--- src/rtl/spi_pkg.sv ---
// rtl/spi_pkg.sv - shared SPI mode constants, FSM state type and default frame width
package spi_pkg;

  localparam int SPI_DATA_W = 8;

  // i_mode is {CPOL, CPHA}
  localparam int CPOL_IDX = 1;
  localparam int CPHA_IDX = 0;

  localparam logic [1:0] SPI_MODE0 = 2'b00;
  localparam logic [1:0] SPI_MODE1 = 2'b01;
  localparam logic [1:0] SPI_MODE2 = 2'b10;
  localparam logic [1:0] SPI_MODE3 = 2'b11;

  typedef enum logic {
    IDLE   = 1'b0,
    ACTIVE = 1'b1
  } spi_state_e;

endpackage

--- src/rtl/spi_target_sync_if.sv ---
// rtl/spi_target_sync_if.sv - core-side byte stream bundle; RX handshake signals exist only with SPI_TARGET_RX_HS_EN
interface spi_target_sync_if
  import spi_pkg::*;
#(
  parameter int DATA_W = SPI_DATA_W
) ();

  logic [DATA_W-1:0] i_tx_data;
  logic              i_tx_valid;
  logic              o_tx_ready;
  logic [DATA_W-1:0] o_rx_data;
  logic              o_rx_valid;
  logic              o_tx_underrun;
`ifdef SPI_TARGET_RX_HS_EN
  logic              i_rx_ready;
  logic              o_rx_overrun;

  modport slave (
    input  i_tx_data, i_tx_valid, i_rx_ready,
    output o_tx_ready, o_rx_data, o_rx_valid, o_tx_underrun, o_rx_overrun
  );

  modport master (
    output i_tx_data, i_tx_valid, i_rx_ready,
    input  o_tx_ready, o_rx_data, o_rx_valid, o_tx_underrun, o_rx_overrun
  );
`else
  modport slave (
    input  i_tx_data, i_tx_valid,
    output o_tx_ready, o_rx_data, o_rx_valid, o_tx_underrun
  );

  modport master (
    output i_tx_data, i_tx_valid,
    input  o_tx_ready, o_rx_data, o_rx_valid, o_tx_underrun
  );
`endif

endinterface

--- src/rtl/spi_sync_edge.sv ---
// rtl/spi_sync_edge.sv - multi-flop synchronizer with single-cycle rise/fall strobes
module spi_sync_edge #(
  parameter int   SYNC_STAGES = 2,
  parameter logic RESET_VAL   = 1'b0
) (
  input  logic i_clk,
  input  logic i_reset,
  input  logic i_async,
  output logic o_rise,
  output logic o_fall
);

  logic [SYNC_STAGES-1:0] sync_q;
  logic                   hist_q;

  // Synchronizer chain plus one history flop for edge detection
  always_ff @(posedge i_clk) begin
    if (!i_reset) begin
      sync_q <= {SYNC_STAGES{RESET_VAL}};
      hist_q <= RESET_VAL;
    end else begin
      sync_q <= {sync_q[SYNC_STAGES-2:0], i_async};
      hist_q <= sync_q[SYNC_STAGES-1];
    end
  end

  assign o_rise = sync_q[SYNC_STAGES-1] & ~hist_q;
  assign o_fall = ~sync_q[SYNC_STAGES-1] & hist_q;

endmodule

--- src/rtl/spi_target_sync.sv ---
// rtl/spi_target_sync.sv - i_clk-domain SPI target; define SPI_TARGET_RX_HS_EN for held rx_valid with overrun
module spi_target_sync
  import spi_pkg::*;
#(
  parameter int DATA_W      = SPI_DATA_W,
  parameter int SYNC_STAGES = 2
) (
  input  logic             i_clk,
  input  logic             i_reset,
  input  logic [1:0]       i_mode,
  input  logic             i_sclk,
  input  logic             i_cs_n,
  input  logic             i_mosi,
  output logic             o_miso,
  output logic             o_busy,
  spi_target_sync_if.slave core
);

  localparam int               CNT_W    = $clog2(DATA_W) + 1;
  localparam logic [CNT_W-1:0] FULL_CNT = CNT_W'(DATA_W);

  logic sclk_rise, sclk_fall, cs_rise, cs_fall;
  logic [SYNC_STAGES-1:0] mosi_sync;
  logic mosi_s;

  spi_state_e state_q, state_d;
  logic [1:0]        mode_q;
  logic [CNT_W-1:0]  cnt_q;
  logic [DATA_W-1:0] tx_shift, rx_shift, tx_buf, rx_data_q;
  logic              tx_full, rx_valid_q, underrun_q;
  logic              start, abort, load, shift, sample, lead, trail, tx_write, rx_done;

  // CS reset level is "asserted" so a reset under a low CS never looks like a fresh CS fall
  spi_sync_edge #(.SYNC_STAGES(SYNC_STAGES), .RESET_VAL(1'b0)) u_cs_sync (
    .i_clk(i_clk), .i_reset(i_reset), .i_async(i_cs_n), .o_rise(cs_rise), .o_fall(cs_fall)
  );

  spi_sync_edge #(.SYNC_STAGES(SYNC_STAGES), .RESET_VAL(1'b0)) u_sclk_sync (
    .i_clk(i_clk), .i_reset(i_reset), .i_async(i_sclk), .o_rise(sclk_rise), .o_fall(sclk_fall)
  );

  // MOSI only needs the synchronizer; its depth matches SCLK so data and edge stay aligned
  always_ff @(posedge i_clk) begin
    if (!i_reset) mosi_sync <= '0;
    else          mosi_sync <= {mosi_sync[SYNC_STAGES-2:0], i_mosi};
  end
  assign mosi_s = mosi_sync[SYNC_STAGES-1];

  // FSM state register
  always_ff @(posedge i_clk) begin
    if (!i_reset) state_q <= IDLE;
    else          state_q <= state_d;
  end

  // Next state and per-cycle datapath strobes; CS rise suppresses any coincident SCLK edge
  always_comb begin
    state_d = state_q;
    start   = 1'b0;
    abort   = 1'b0;
    load    = 1'b0;
    shift   = 1'b0;
    sample  = 1'b0;
    lead    = mode_q[CPOL_IDX] ? sclk_fall : sclk_rise;
    trail   = mode_q[CPOL_IDX] ? sclk_rise : sclk_fall;
    case (state_q)
      IDLE: begin
        if (cs_fall) begin
          state_d = ACTIVE;
          start   = 1'b1;
          load    = ~i_mode[CPHA_IDX];
        end
      end
      ACTIVE: begin
        if (cs_rise) begin
          state_d = IDLE;
          abort   = 1'b1;
        end else if (!mode_q[CPHA_IDX]) begin
          // A trailing edge seen with a zero count can only follow a completed frame
          sample = lead;
          load   = trail && (cnt_q == '0);
          shift  = trail && (cnt_q != '0);
        end else begin
          load   = lead && (cnt_q == '0);
          shift  = lead && (cnt_q != '0);
          sample = trail;
        end
      end
      default: state_d = IDLE;
    endcase
  end

  assign tx_write = core.i_tx_valid & ~tx_full;
  assign rx_done  = (cnt_q == FULL_CNT);

  // Datapath: mode latch, bit counter, shift registers, TX holding buffer, RX output
  always_ff @(posedge i_clk) begin
    if (!i_reset) begin
      mode_q     <= '0;
      cnt_q      <= '0;
      tx_shift   <= '0;
      rx_shift   <= '0;
      tx_buf     <= '0;
      tx_full    <= 1'b0;
      rx_data_q  <= '0;
      rx_valid_q <= 1'b0;
      underrun_q <= 1'b0;
`ifdef SPI_TARGET_RX_HS_EN
      core.o_rx_overrun <= 1'b0;
`endif
    end else begin
      underrun_q <= 1'b0;
      if (start) mode_q <= i_mode;

      if (start || abort || rx_done) cnt_q <= '0;
      else if (sample)               cnt_q <= cnt_q + CNT_W'(1);

      if (sample) rx_shift <= {rx_shift[DATA_W-2:0], mosi_s};

      if (load) begin
        tx_shift   <= tx_full ? tx_buf : '0;
        underrun_q <= ~tx_full;
        tx_full    <= 1'b0;
      end else if (shift) begin
        tx_shift <= {tx_shift[DATA_W-2:0], 1'b0};
      end

      // A write can only land while the buffer is empty, so it never races a real load
      if (tx_write) begin
        tx_buf  <= core.i_tx_data;
        tx_full <= 1'b1;
      end

      if (rx_done) rx_data_q <= rx_shift;
`ifdef SPI_TARGET_RX_HS_EN
      core.o_rx_overrun <= rx_done & rx_valid_q & ~core.i_rx_ready;
      if (rx_done)                rx_valid_q <= 1'b1;
      else if (core.i_rx_ready)   rx_valid_q <= 1'b0;
`else
      rx_valid_q <= rx_done;
`endif
    end
  end

  assign o_miso             = (state_q == ACTIVE) & tx_shift[DATA_W-1];
  assign o_busy             = (state_q == ACTIVE);
  assign core.o_tx_ready    = ~tx_full;
  assign core.o_rx_data     = rx_data_q;
  assign core.o_rx_valid    = rx_valid_q;
  assign core.o_tx_underrun = underrun_q;

endmodule

--- src/flat_wrapper.sv ---
// flat-port wrapper written by rule: the top's interface ports become plain ports
module spi_target_sync_flat import spi_pkg::*;
#(
  parameter int DATA_W      = SPI_DATA_W,
  parameter int SYNC_STAGES = 2
)
  (i_clk, i_reset, i_mode, i_sclk, i_cs_n, i_mosi, o_miso, o_busy, core_i_tx_data, core_i_tx_valid, core_o_tx_ready, core_o_rx_data, core_o_rx_valid, core_o_tx_underrun);
  spi_target_sync_if #(.DATA_W(DATA_W)) core_i ();
  input  logic i_clk;
  input  logic i_reset;
  input  logic [1:0] i_mode;
  input  logic i_sclk;
  input  logic i_cs_n;
  input  logic i_mosi;
  output logic o_miso;
  output logic o_busy;
  input wire logic [$bits(core_i.i_tx_data)-1:0] core_i_tx_data;
  input wire logic [$bits(core_i.i_tx_valid)-1:0] core_i_tx_valid;
  output wire logic [$bits(core_i.o_tx_ready)-1:0] core_o_tx_ready;
  output wire logic [$bits(core_i.o_rx_data)-1:0] core_o_rx_data;
  output wire logic [$bits(core_i.o_rx_valid)-1:0] core_o_rx_valid;
  output wire logic [$bits(core_i.o_tx_underrun)-1:0] core_o_tx_underrun;
  assign core_i.i_tx_data = core_i_tx_data;
  assign core_i.i_tx_valid = core_i_tx_valid;
  assign core_o_tx_ready = core_i.o_tx_ready;
  assign core_o_rx_data = core_i.o_rx_data;
  assign core_o_rx_valid = core_i.o_rx_valid;
  assign core_o_tx_underrun = core_i.o_tx_underrun;
  spi_target_sync #(.DATA_W(DATA_W), .SYNC_STAGES(SYNC_STAGES)) u_core (.i_clk(i_clk), .i_reset(i_reset), .i_mode(i_mode), .i_sclk(i_sclk), .i_cs_n(i_cs_n), .i_mosi(i_mosi), .o_miso(o_miso), .o_busy(o_busy), .core(core_i));
endmodule
--- config.mk ---
export PLATFORM = sky130hd
export DESIGN_NAME = spi_target_sync_flat
export DESIGN_NICKNAME = d
export VERILOG_FILES = /design/src/rtl/spi_pkg.sv /design/src/rtl/spi_target_sync_if.sv /design/src/rtl/spi_sync_edge.sv /design/src/rtl/spi_target_sync.sv /design/src/flat_wrapper.sv
export SDC_FILE = /design/constraint.sdc
export NUM_CORES = 1
export LEC_CHECK = 0
export ABC_AREA = 1
export CAP_MARGIN = 25
export CORE_MARGIN = 1
export CORE_UTILIZATION = 57
export DETAILED_ROUTE_END_ITERATION = 10
export PLACE_DENSITY = 0.83
export SYNTH_ARGS = -nofsm -noshare
export SYNTH_HDL_FRONTEND = slang
export SYNTH_HIERARCHICAL = 1
export SYNTH_SLANG_ARGS = --single-unit
--- constraint.sdc ---
create_clock -name i_clk -period 4 [get_ports i_clk]
set_clock_uncertainty 0.2 [all_clocks]
set_input_delay 1.2 -clock i_clk [delete_from_list [all_inputs] [get_ports i_clk]]
set_output_delay 1.2 -clock i_clk [all_outputs]
set_load 0.02 [all_outputs]
==> results of run 1 <==
-- worst min path at each step --
stage                                 startpoint                           end  slack (ns)  cells after the start
floorplan             u_core/u_cs_sync/sync_q[0]    u_core/u_cs_sync/sync_q[1]        0.19                      2
global route                 u_core/mosi_sync[0]           u_core/mosi_sync[1]        0.25                      2
global placement    u_core/u_sclk_sync/sync_q[0]  u_core/u_sclk_sync/sync_q[1]        0.19                      2
finish              u_core/u_sclk_sync/sync_q[0]  u_core/u_sclk_sync/sync_q[1]        0.23                      2
CTS                          u_core/mosi_sync[0]           u_core/mosi_sync[1]        0.24                      2
detailed placement           u_core/mosi_sync[0]           u_core/mosi_sync[1]        0.21                      2
-- per-layer routing --
layer	track usage	vias up	routed length, um
met5	0	-	0
met4	0.08721	0	35
met3	0.05515	2	155
met2	0.3805	32	1878
met1	0.2802	806	1836
li1	-	917	-
-- synth_stat cells, drive strengths merged --
cell type  count  share of area
or2            1         0.0030
clkbuf         3         0.0054
nor3           2          0.010
ha             2          0.012
a21oi         24          0.069
o21ai         27          0.065
nand2         55           0.11
clkinv         1         0.0018
inv           27          0.049
nand3         19          0.051
buf            8          0.035
dfxtp         50           0.48
nor2          56           0.11
-- sequential cells by signal, indices dropped and copies added, names as in the netlist --
register	flops
u_core/core.o_rx_valid	1
u_core/mosi_sync	2
u_core/u_cs_sync/sync_q	2
u_core/tx_buf	8
u_core/core.o_rx_data	8
u_core/mode_q	2
u_core/rx_shift	8
u_core/tx_shift	8
u_core/u_sclk_sync/hist_q	1
u_core/o_busy	1
u_core/core.o_tx_underrun	1
u_core/u_sclk_sync/sync_q	2
u_core/u_cs_sync/hist_q	1
u_core/cnt_q	4
u_core/tx_full	1
-- tightest hold or removal path: stages (launching register included) --
cell     delay [ns]
dfxtp_1        0.32
nand2_1        0.05
inv_1          0.03
-- area by class of cell --
class | count | area [um2]
flip-flops and latches | 50 | 1001
well taps | 46 | 57.56
clock buffers | 7 | 55.05
clock inverters | 1 | 5.005
fillers | 286 | 1020
multi-input cells | 186 | 877.1
inverters | 28 | 105.1
repair buffers | 30 | 295.3
-- stage by stage --
step / power, W / utilization
6_report: 0.0008198 / 0.7015
3_5_place_dp: 0.0005952 / 0.6839
2_1_floorplan: 0.0005694 / -
4_1_cts: 0.0008258 / 0.7015
5_1_grt: 0.0008628 / 0.7015
3_3_place_gp: 0.0005928 / 0.6839
-- power by group through the flow --
| stage | Combinational, W | Sequential (W) | Clock, W |
|---|---|---|---|
| after floorplan | 0.0000402 | 0.000529 | 0 |
| after global placement | 0.0000607 | 0.000532 | 0 |
| after detailed placement | 0.0000622 | 0.000533 | 0 |
| after CTS | 0.0000626 | 0.000522 | 0.000241 |
| after global routing | 0.0000706 | 0.000524 | 0.000268 |
| final | 0.0000626 | 0.000522 | 0.000236 |
-- cells by family (layout without fill, tap and decap cells) --
| logic type | count (synthesis) | count (layout) | synth area share |
|---|---|---|---|
| adders and majority gates | 2 | 2 | 0.01210 |
| buffers and inverters | 39 | 66 | 0.09139 |
| DFF | 50 | 50 | 0.4843 |
| and+or+nand+nor | 133 | 133 | 0.2778 |
| AOI/OAI and AO/OA | 51 | 51 | 0.1344 |
==> impl_metrics.py, run 1 <==
metrics = {
    "finish": {
        "final_area_um2": 2396,
        "diodes": 0,
        "fin_cells": 348,
        "layout_common_cells": "53 x nor2_1, 52 x nand2_1, 50 x dfxtp_1",
        "syn2layout_area_growth_pct": 15.92,
        "drive_gt1_frac": 0.08278,
        "nets": 319,
        "layout_commonest_cell": "nor2_1",
    },
    "floorplanning": {
        "ios": 29,
        "rows": 21,
        "die_h_um": 62.22,
        "design.core.area_um2": 3416,
        "dieArea_um2": 3871,
        "initial_core_util": 0.6051,
        "fp.dieW_um": 62.22,
    },
    "clocking": {
        "h-tree-depth": 2,
        "insertion_delay_ns": 0.35,
        "post-cts-setup-buffers": 0,
        "clkSinkCount": 50,
        "cts_root_buf": "clkbuf_4",
        "cts_tree": "yes",
        "cts_hold_buf": 0,
        "clkTransAtPathRegs_ns": 0.14,
        "cts_made_buffers": 5,
        "cts_resized": 0,
        "clockBufferDepth": 2,
    },
    "power": {
        "p_leak_nw": 1.015,
        "p_sw_w": 0.0001933,
        "p_int_w": 0.0006266,
        "seqPwrFrac": 0.636,
        "peakVddDrop_uv": 213.0,
        "clkPwrFrac": 0.287,
        "switching_share": 0.2358,
        "comb_power_share": 0.076,
        "power_density_nw_per_um2": 342.2,
    },
    "yosys": {
        "ys_types": 24,
        "synth.net_count": 293,
        "ys_seq_area_frac": 0.4843,
        "syn_area_um2": 2067,
        "netlist_instances": 275,
        "ys_ff_latch": 50,
        "ys_warn_count": 6,
        "syn_avg_cell_area_um2": 7.516,
    },
    "place": {
        "io_buffers": 28,
        "dp_worst_setup_slack_ns": 1.229,
        "dp_hpwl_um": 2722,
        "gp_congestion": 0.7990,
        "dp_cells": 340,
        "placed_cell_area_um2": 2336,
    },
    "critical_path": {
        "slowest_stage": "clkdlybuf4s50_1",
        "path_cells": "inv_1, clkdlybuf4s50_1",
        "cp_num_cells": 2,
        "cp_max_fo": 11,
        "required_ns": 2.60,
        "worstPathArrival_ns": 1.54,
        "worstSetupEndpointType": "output port",
        "worstReg2RegStart": "u_core/u_sclk_sync/hist_q",
        "cp-endpoint": "core_o_tx_ready",
        "crit_path_start": "u_core/tx_full",
        "cp_num_buf_inv": 2,
        "r2r_slack_ns": 1.99,
        "max_stage_delay_ns": 0.55,
        "critPathTopFamily": "buffers and inverters",
        "r2r-end": "u_core/cnt_q[2]",
        "crit_type": "flip-flop to output port",
        "rr_worst_depth": 9,
        "startpoint_type": "flip-flop",
    },
    "timing": {
        "drv_slew": 0,
        "whs_ns": 0.2325,
        "rsz0062_at_grt": "no",
        "finalSetupViolCount": 0,
        "fmax_mhz": 339.7,
        "tns_ns": 0,
        "slew-limit-headroom": 0.6626,
        "hold_viol_final": 0,
        "fin_ws_ns": 1.056,
        "worstMarginPinSlew_ns": 0.5047,
        "period_share": 0.7360,
        "post-route-min-period_ns": 2.944,
    },
    "detailed_routing": {
        "post_drt_wl_per_cell_um": 11.22,
        "vias": 1757,
        "drt_iter0_drc": 141,
        "drtAntennaViolNets": 0,
        "drt_wl_total_um": 3906,
        "drc": 0,
        "drt-pass1-iter-count": 4,
        "viasPerCell": 5.049,
    },
    "global_routing": {
        "grt_antenna_before_repair": 0,
        "grt_pass1_vias": 1616,
        "grt_usage": 0.2268,
        "grt_pass1_wl_um": 7031,
        "grt_overflow": 0,
        "grt_start_max_net_pins": 35,
    },
    "worst_hold_path": {
        "hp-class": "flip-flop to flip-flop",
    },
    "run": {
        "maxCapViolations": 0,
    },
    "outcome": {
        "status": "finished clean",
    },
}
(Power assumes the default switching activity.)
==> run 2, diff against run 1 <==
Settings changed: CORE_UTILIZATION 57 to 48, PLACE_DENSITY 0.83 to 0.74.
Clock period 4 ns to 2.4 ns, I/O delays scaled along.
==> run 2 against run 1 <==
Sequential share of layout area fell by 1.1 points. Combinational power rose by 76%. Highest routed layer unchanged. Critical path depth rose by 1. First-iteration DRC count fell by 5.7%. Global-route usage fell by 4.3 points. Die area rose by 18%. Sequential cell count did not move.
==> impl_metrics.py, run 2 (synthesized netlist as in run 1, its figures left out) <==
metrics = {
    "outcome": {
        "status": "finished clean",
    },
    "detailed_routing": {
        "drtAntennaViolNets": 0,
        "post_drt_wl_per_cell_um": 10.68,
        "drt_wl_total_um": 3801,
        "viasPerCell": 4.843,
        "vias": 1724,
        "drt-pass1-iter-count": 4,
        "drt_iter0_drc": 133,
        "drc": 0,
    },
    "power": {
        "power_density_nw_per_um2": 598.7,
        "p_leak_nw": 1.047,
        "switching_share": 0.2291,
        "p_int_w": 0.001136,
        "peakVddDrop_uv": 387.7,
        "p_sw_w": 0.0003377,
        "seqPwrFrac": 0.586,
        "comb_power_share": 0.074,
        "clkPwrFrac": 0.339,
    },
    "clocking": {
        "clkTransAtPathRegs_ns": 0.08,
        "cts_root_buf": "clkbuf_8",
        "h-tree-depth": 2,
        "clockBufferDepth": 2,
        "cts_resized": 0,
        "clkSinkCount": 50,
        "cts_tree": "yes",
        "cts_made_buffers": 5,
        "insertion_delay_ns": 0.30,
        "cts_hold_buf": 0,
        "post-cts-setup-buffers": 0,
    },
    "timing": {
        "period_share": 0.9705,
        "fmax_mhz": 429.3,
        "drv_slew": 0,
        "tns_ns": 0,
        "rsz0062_at_grt": "no",
        "post-route-min-period_ns": 2.329,
        "hold_viol_final": 0,
        "finalSetupViolCount": 0,
        "worstMarginPinSlew_ns": 0.3859,
        "slew-limit-headroom": 0.7424,
    },
    "floorplanning": {
        "design.core.area_um2": 4058,
        "rows": 23,
        "dieArea_um2": 4572,
        "initial_core_util": 0.5094,
        "fp.dieW_um": 67.62,
        "ios": 29,
        "die_h_um": 67.62,
    },
    "place": {
        "placed_cell_area_um2": 2371,
        "gp_congestion": 0.7397,
        "dp_hpwl_um": 2629,
        "io_buffers": 28,
    },
    "critical_path": {
        "required_ns": 1.48,
        "critPathTopFamily": "buffers and inverters",
        "startpoint_type": "flip-flop",
        "cp_num_buf_inv": 2,
        "cp_max_fo": 4,
        "worstPathArrival_ns": 1.41,
        "max_stage_delay_ns": 0.59,
        "slowest_stage": "clkdlybuf4s50_1",
        "path_cells": "nand2_1, inv_1, clkdlybuf4s50_1",
        "worstSetupEndpointType": "output port",
        "crit_type": "flip-flop to output port",
    },
    "global_routing": {
        "grt_pass1_wl_um": 6299,
        "grt_start_max_net_pins": 35,
        "grt_overflow": 0,
        "grt_antenna_before_repair": 0,
        "grt_usage": 0.1834,
        "grt_pass1_vias": 1478,
    },
    "finish": {
        "final_area_um2": 2462,
        "diodes": 0,
        "layout_commonest_cell": "nor2_1",
        "final-seq-area_um2": 1001,
        "nets": 323,
        "fill_cells": 389,
        "multi_input_area_um2": 877.1,
        "layout_common_cells": "53 x nor2_1, 52 x nand2_1, 50 x dfxtp_1",
        "syn2layout_area_growth_pct": 19.13,
        "drive_gt1_frac": 0.09477,
    },
    "run": {
        "maxCapViolations": 0,
    },
    "worst_hold_path": {
        "hp-class": "flip-flop to flip-flop",
    },
}
## run 2: per-layer routing
layer / vias to the layer above / track usage / routed length (um)
li1: 923 / - / -
met1: 778 / 0.2211 / 1795
met2: 18 / 0.3094 / 1839
met3: 5 / 0.04054 / 114
met4: 0 / 0.07979 / 51
met5: - / 0 / 0
## run 2: path summary, 6_finish.rpt
| path | depth (start not counted) | endpoint | slack [ns] | from |
|---|---|---|---|---|
| worst min-delay path | 2 | u_core/u_sclk_sync/sync_q[1] | 0.22 | u_core/u_sclk_sync/sync_q[0] |
| worst min register to register | 2 | u_core/u_sclk_sync/sync_q[1] | 0.22 | u_core/u_sclk_sync/sync_q[0] |
| worst max-delay path | 3 | o_miso | 0.07 | u_core/o_busy |
| worst max register to register | 9 | u_core/tx_shift[1] | 0.67 | u_core/cnt_q[0] |
## run 2: layout make-up
| class | count | area share |
|---|---|---|
| clock buffers | 7 | 0.03506 |
| clock inverters | 1 | 0.002033 |
| inverters | 28 | 0.04268 |
| multi-input cells | 186 | 0.3562 |
| flip-flops and latches | 50 | 0.4065 |
| well taps | 50 | 0.02541 |
| repair buffers | 34 | 0.1321 |
## run 2: power groups by stage
| stage | clock network (W) | logic [W] | registers, W |
|---|---|---|---|
| 2_1_floorplan | 0 | 0.0000670 | 0.000882 |
| 3_3_place_gp | 0 | 0.000109 | 0.000884 |
| 5_1_grt | 0.000546 | 0.000125 | 0.000868 |
| 6_report | 0.000500 | 0.000110 | 0.000865 |
| 3_5_place_dp | 0 | 0.000111 | 0.000885 |
| 4_1_cts | 0.000509 | 0.000111 | 0.000865 |
## run 2: tightest hold or removal path, cell delays in order (launching register included)
cell	delay (ns)
dfxtp_1	0.31
nand2_1	0.04
inv_1	0.04
## run 2: stage by stage
step | hold WS, ns | std cells | utilization | total power [W] | setup slack [ns]
global route | 0.2431 | 356 | 0.6068 | 0.001539 | 0.009996
detailed placement | 0.1982 | 348 | 0.5843 | 0.0009953 | 0.1572
CTS | 0.2190 | 356 | 0.6068 | 0.001485 | 0.05361
global placement | 0.1934 | 348 | 0.5843 | 0.0009927 | 0.2031
floorplan | 0.1900 | 275 | - | 0.0009490 | 0.6556
finish | 0.2201 | 356 | 0.6068 | 0.001474 | 0.07080
==> run 3, diff against run 2 <==
Settings changed: ABC_AREA 1 to not set.
==> run 3 against run 2 <==
Utilization rose by 1.5 points. Register-to-register slack got worse by 0.22 ns. Global-route usage rose by 0.17 points. Cell count fell by 15%. Sequential power fell by 0.7%. Total power fell by 0.80%. Fmax rose by 2.9%. Worst setup slack improved by 0.066 ns. First-iteration DRC count fell by 39%. Clock power barely moved. Critical path depth fell by 2. Via count fell by 11%. Largest power group unchanged.
==> impl_metrics.py, run 3 <==
metrics = {
    "finish": {
        "final-seq-area_um2": 1002,
        "layout_common_cells": "49 x dfxtp_1, 43 x nand2_1, 27 x clkdlybuf4s50_1",
        "syn2layout_area_growth_pct": 23.30,
        "multi_input_area_um2": 970.9,
        "drive_gt1_frac": 0.1111,
        "nets": 269,
        "fin_cells": 302,
        "fill_cells": 360,
        "diodes": 0,
        "layout_commonest_cell": "dfxtp_1",
    },
    "floorplanning": {
        "fp.dieW_um": 67.29,
        "design.core.area_um2": 4058,
        "dieArea_um2": 4527,
        "die_h_um": 67.29,
        "initial_core_util": 0.5042,
        "rows": 23,
        "ios": 29,
    },
    "yosys": {
        "yosys.area.top_type_share": 0.4893,
        "syn_area_um2": 2046,
        "async_flop_share": 0,
        "ys_seq_area_frac": 0.4893,
        "yosysMostFrequentCell": "dfxtp_1",
        "ys_ff_latch": 50,
        "ys_warn_count": 6,
        "netlist_top_cells_count": "50 x dfxtp_1, 43 x nand2_1, 16 x a21boi_0, 16 x nor2b_1, 12 x mux2i_1",
        "syn_avg_cell_area_um2": 9.559,
        "ys_types": 34,
        "netlist_instances": 214,
        "synth.net_count": 232,
        "yosys.area.top_type": "dfxtp_1",
        "synthTopCellsByArea": "dfxtp_1 49%, nand2_1 7.9%, mux2i_1 5.9%",
        "ys.flop_type": "dfxtp_1",
        "synth_edf_count": 0,
    },
    "timing": {
        "worstMarginPinSlew_ns": 0.4507,
        "period_share": 0.9432,
        "fin_ws_ns": 0.1364,
        "post-route-min-period_ns": 2.264,
        "tns_ns": 0,
        "drv_slew": 0,
        "finalSetupViolCount": 0,
        "slew-limit-headroom": 0.6989,
        "fmax_mhz": 441.8,
        "rsz0062_at_grt": "no",
        "hold_viol_final": 0,
    },
    "detailed_routing": {
        "post_drt_wl_per_cell_um": 11.84,
        "drt_wl_total_um": 3577,
        "vias": 1534,
        "drc": 0,
        "viasPerCell": 5.079,
        "drt-pass1-iter-count": 4,
        "drtAntennaViolNets": 0,
        "drt_iter0_drc": 81,
    },
    "power": {
        "comb_power_share": 0.072,
        "peakVddDrop_uv": 391.0,
        "clkPwrFrac": 0.341,
        "seqPwrFrac": 0.587,
        "p_sw_w": 0.0003215,
        "p_leak_nw": 0.9303,
        "switching_share": 0.2198,
        "p_int_w": 0.001141,
        "power_density_nw_per_um2": 579.8,
    },
    "critical_path": {
        "slowest_stage": "clkdlybuf4s50_1",
        "required_ns": 1.48,
        "max_stage_delay_ns": 0.62,
        "startpoint_type": "flip-flop",
        "worstReg2RegStart": "u_core/cnt_q[0]",
        "worstPathArrival_ns": 1.34,
        "cp_max_fo": 8,
        "crit_path_start": "u_core/o_busy",
        "worstSetupEndpointType": "output port",
        "critPathTopFamily": "buffers and inverters",
        "path_cells": "clkdlybuf4s50_1",
        "crit_type": "flip-flop to output port",
        "cp_num_buf_inv": 1,
    },
    "place": {
        "gp_congestion": 0.7679,
        "dp_hpwl_um": 2435,
        "dp_worst_setup_slack_ns": 0.03013,
        "io_buffers": 28,
        "dp_cells": 294,
    },
    "global_routing": {
        "grt_pass1_wl_um": 6030,
        "grt_overflow": 0,
        "grt_usage": 0.1851,
        "grt_pass1_vias": 1384,
        "grt_start_max_net_pins": 47,
        "grt_antenna_before_repair": 0,
    },
    "worst_hold_path": {
        "min_from": "u_core/mosi_sync[0]",
        "hp-class": "flip-flop to flip-flop",
    },
    "clocking": {
        "insertion_delay_ns": 0.31,
        "cts_tree": "yes",
        "clkTransAtPathRegs_ns": 0.08,
        "cts_made_buffers": 5,
        "cts_root_buf": "clkbuf_8",
        "clkSinkCount": 50,
        "cts_hold_buf": 0,
        "h-tree-depth": 2,
        "post-cts-setup-buffers": 0,
        "clockBufferDepth": 2,
        "cts_resized": 1,
    },
    "run": {
        "maxCapViolations": 0,
    },
    "outcome": {
        "status": "finished clean",
    },
}
-- run 3: cell count changes after synthesis, moves of 15 or more --
cell / before / now
nor2_1: 53 / 5
o21ai_0: 26 / 0
a21boi_0: 0 / 16
nor2b_1: 0 / 16
nand3_1: 17 / 2
a21oi_1: 18 / 1
inv_1: 26 / 4
-- run 3: stage by stage --
stage | cell area (um2) | hold WS [ns] | utilization | total power [W]
2_1_floorplan | 2046 | 0.2118 | - | 0.0009347
3_3_place_gp | 2427 | 0.2135 | 0.5982 | 0.0009824
3_5_place_dp | 2427 | 0.2212 | 0.5982 | 0.0009843
4_1_cts | 2520 | 0.2416 | 0.6210 | 0.001484
5_1_grt | 2522 | 0.2609 | 0.6216 | 0.001528
6_report | 2522 | 0.2365 | 0.6216 | 0.001462
-- run 3: path summary, 6_finish.rpt --
check                                           end  slack [ns]  depth (start not counted)
worst max-delay path                         o_busy        0.14                          1
worst min-delay path            u_core/mosi_sync[1]        0.24                          1
worst max register to register      u_core/cnt_q[2]        0.45                          6
worst min register to register  u_core/mosi_sync[1]        0.24                          1
-- run 3: layer usage --
layer  part of all wire  vias up  wire length (um)  track usage
met5                  0        -                 0            0
met4              0.022        0                79       0.1037
met1               0.48      695              1702       0.2103
li1                   -      809                 -            -
met3              0.034        6               123      0.06081
met2               0.47       24              1671       0.3038
-- run 3: cell families (layout without fill, tap and decap cells) --
family,count (synthesis),count (layout),synth area share
multiplexers,14,14,0.07218
adder cells (fa/ha/maj),2,2,0.01223
XOR/XNOR,2,2,0.01224
buffers and inverters,15,53,0.03608
AND/OR/NAND/NOR,88,88,0.2177
AO/OA/AOI/OAI,43,43,0.1602
flip-flops,50,50,0.4893
-- run 3: power groups by stage --
stage | Clock, W | Sequential (W) | Combinational [W]
CTS | 0.000519 | 0.000858 | 0.000107
floorplan | 0 | 0.000875 | 0.0000593
global route | 0.000548 | 0.000861 | 0.000119
global placement | 0 | 0.000877 | 0.000105
finish | 0.000498 | 0.000859 | 0.000106
detailed placement | 0 | 0.000878 | 0.000107
-- run 3: final cells by class --
cell class                 count  share of cell area
sequential                    50              0.3973
multi-input combinational    149              0.3849
timing repair buffer          41              0.1508
clock buffer                   7             0.03423
tap                           50             0.02480
inverter                       4            0.005952
clock inverter                 1            0.001984
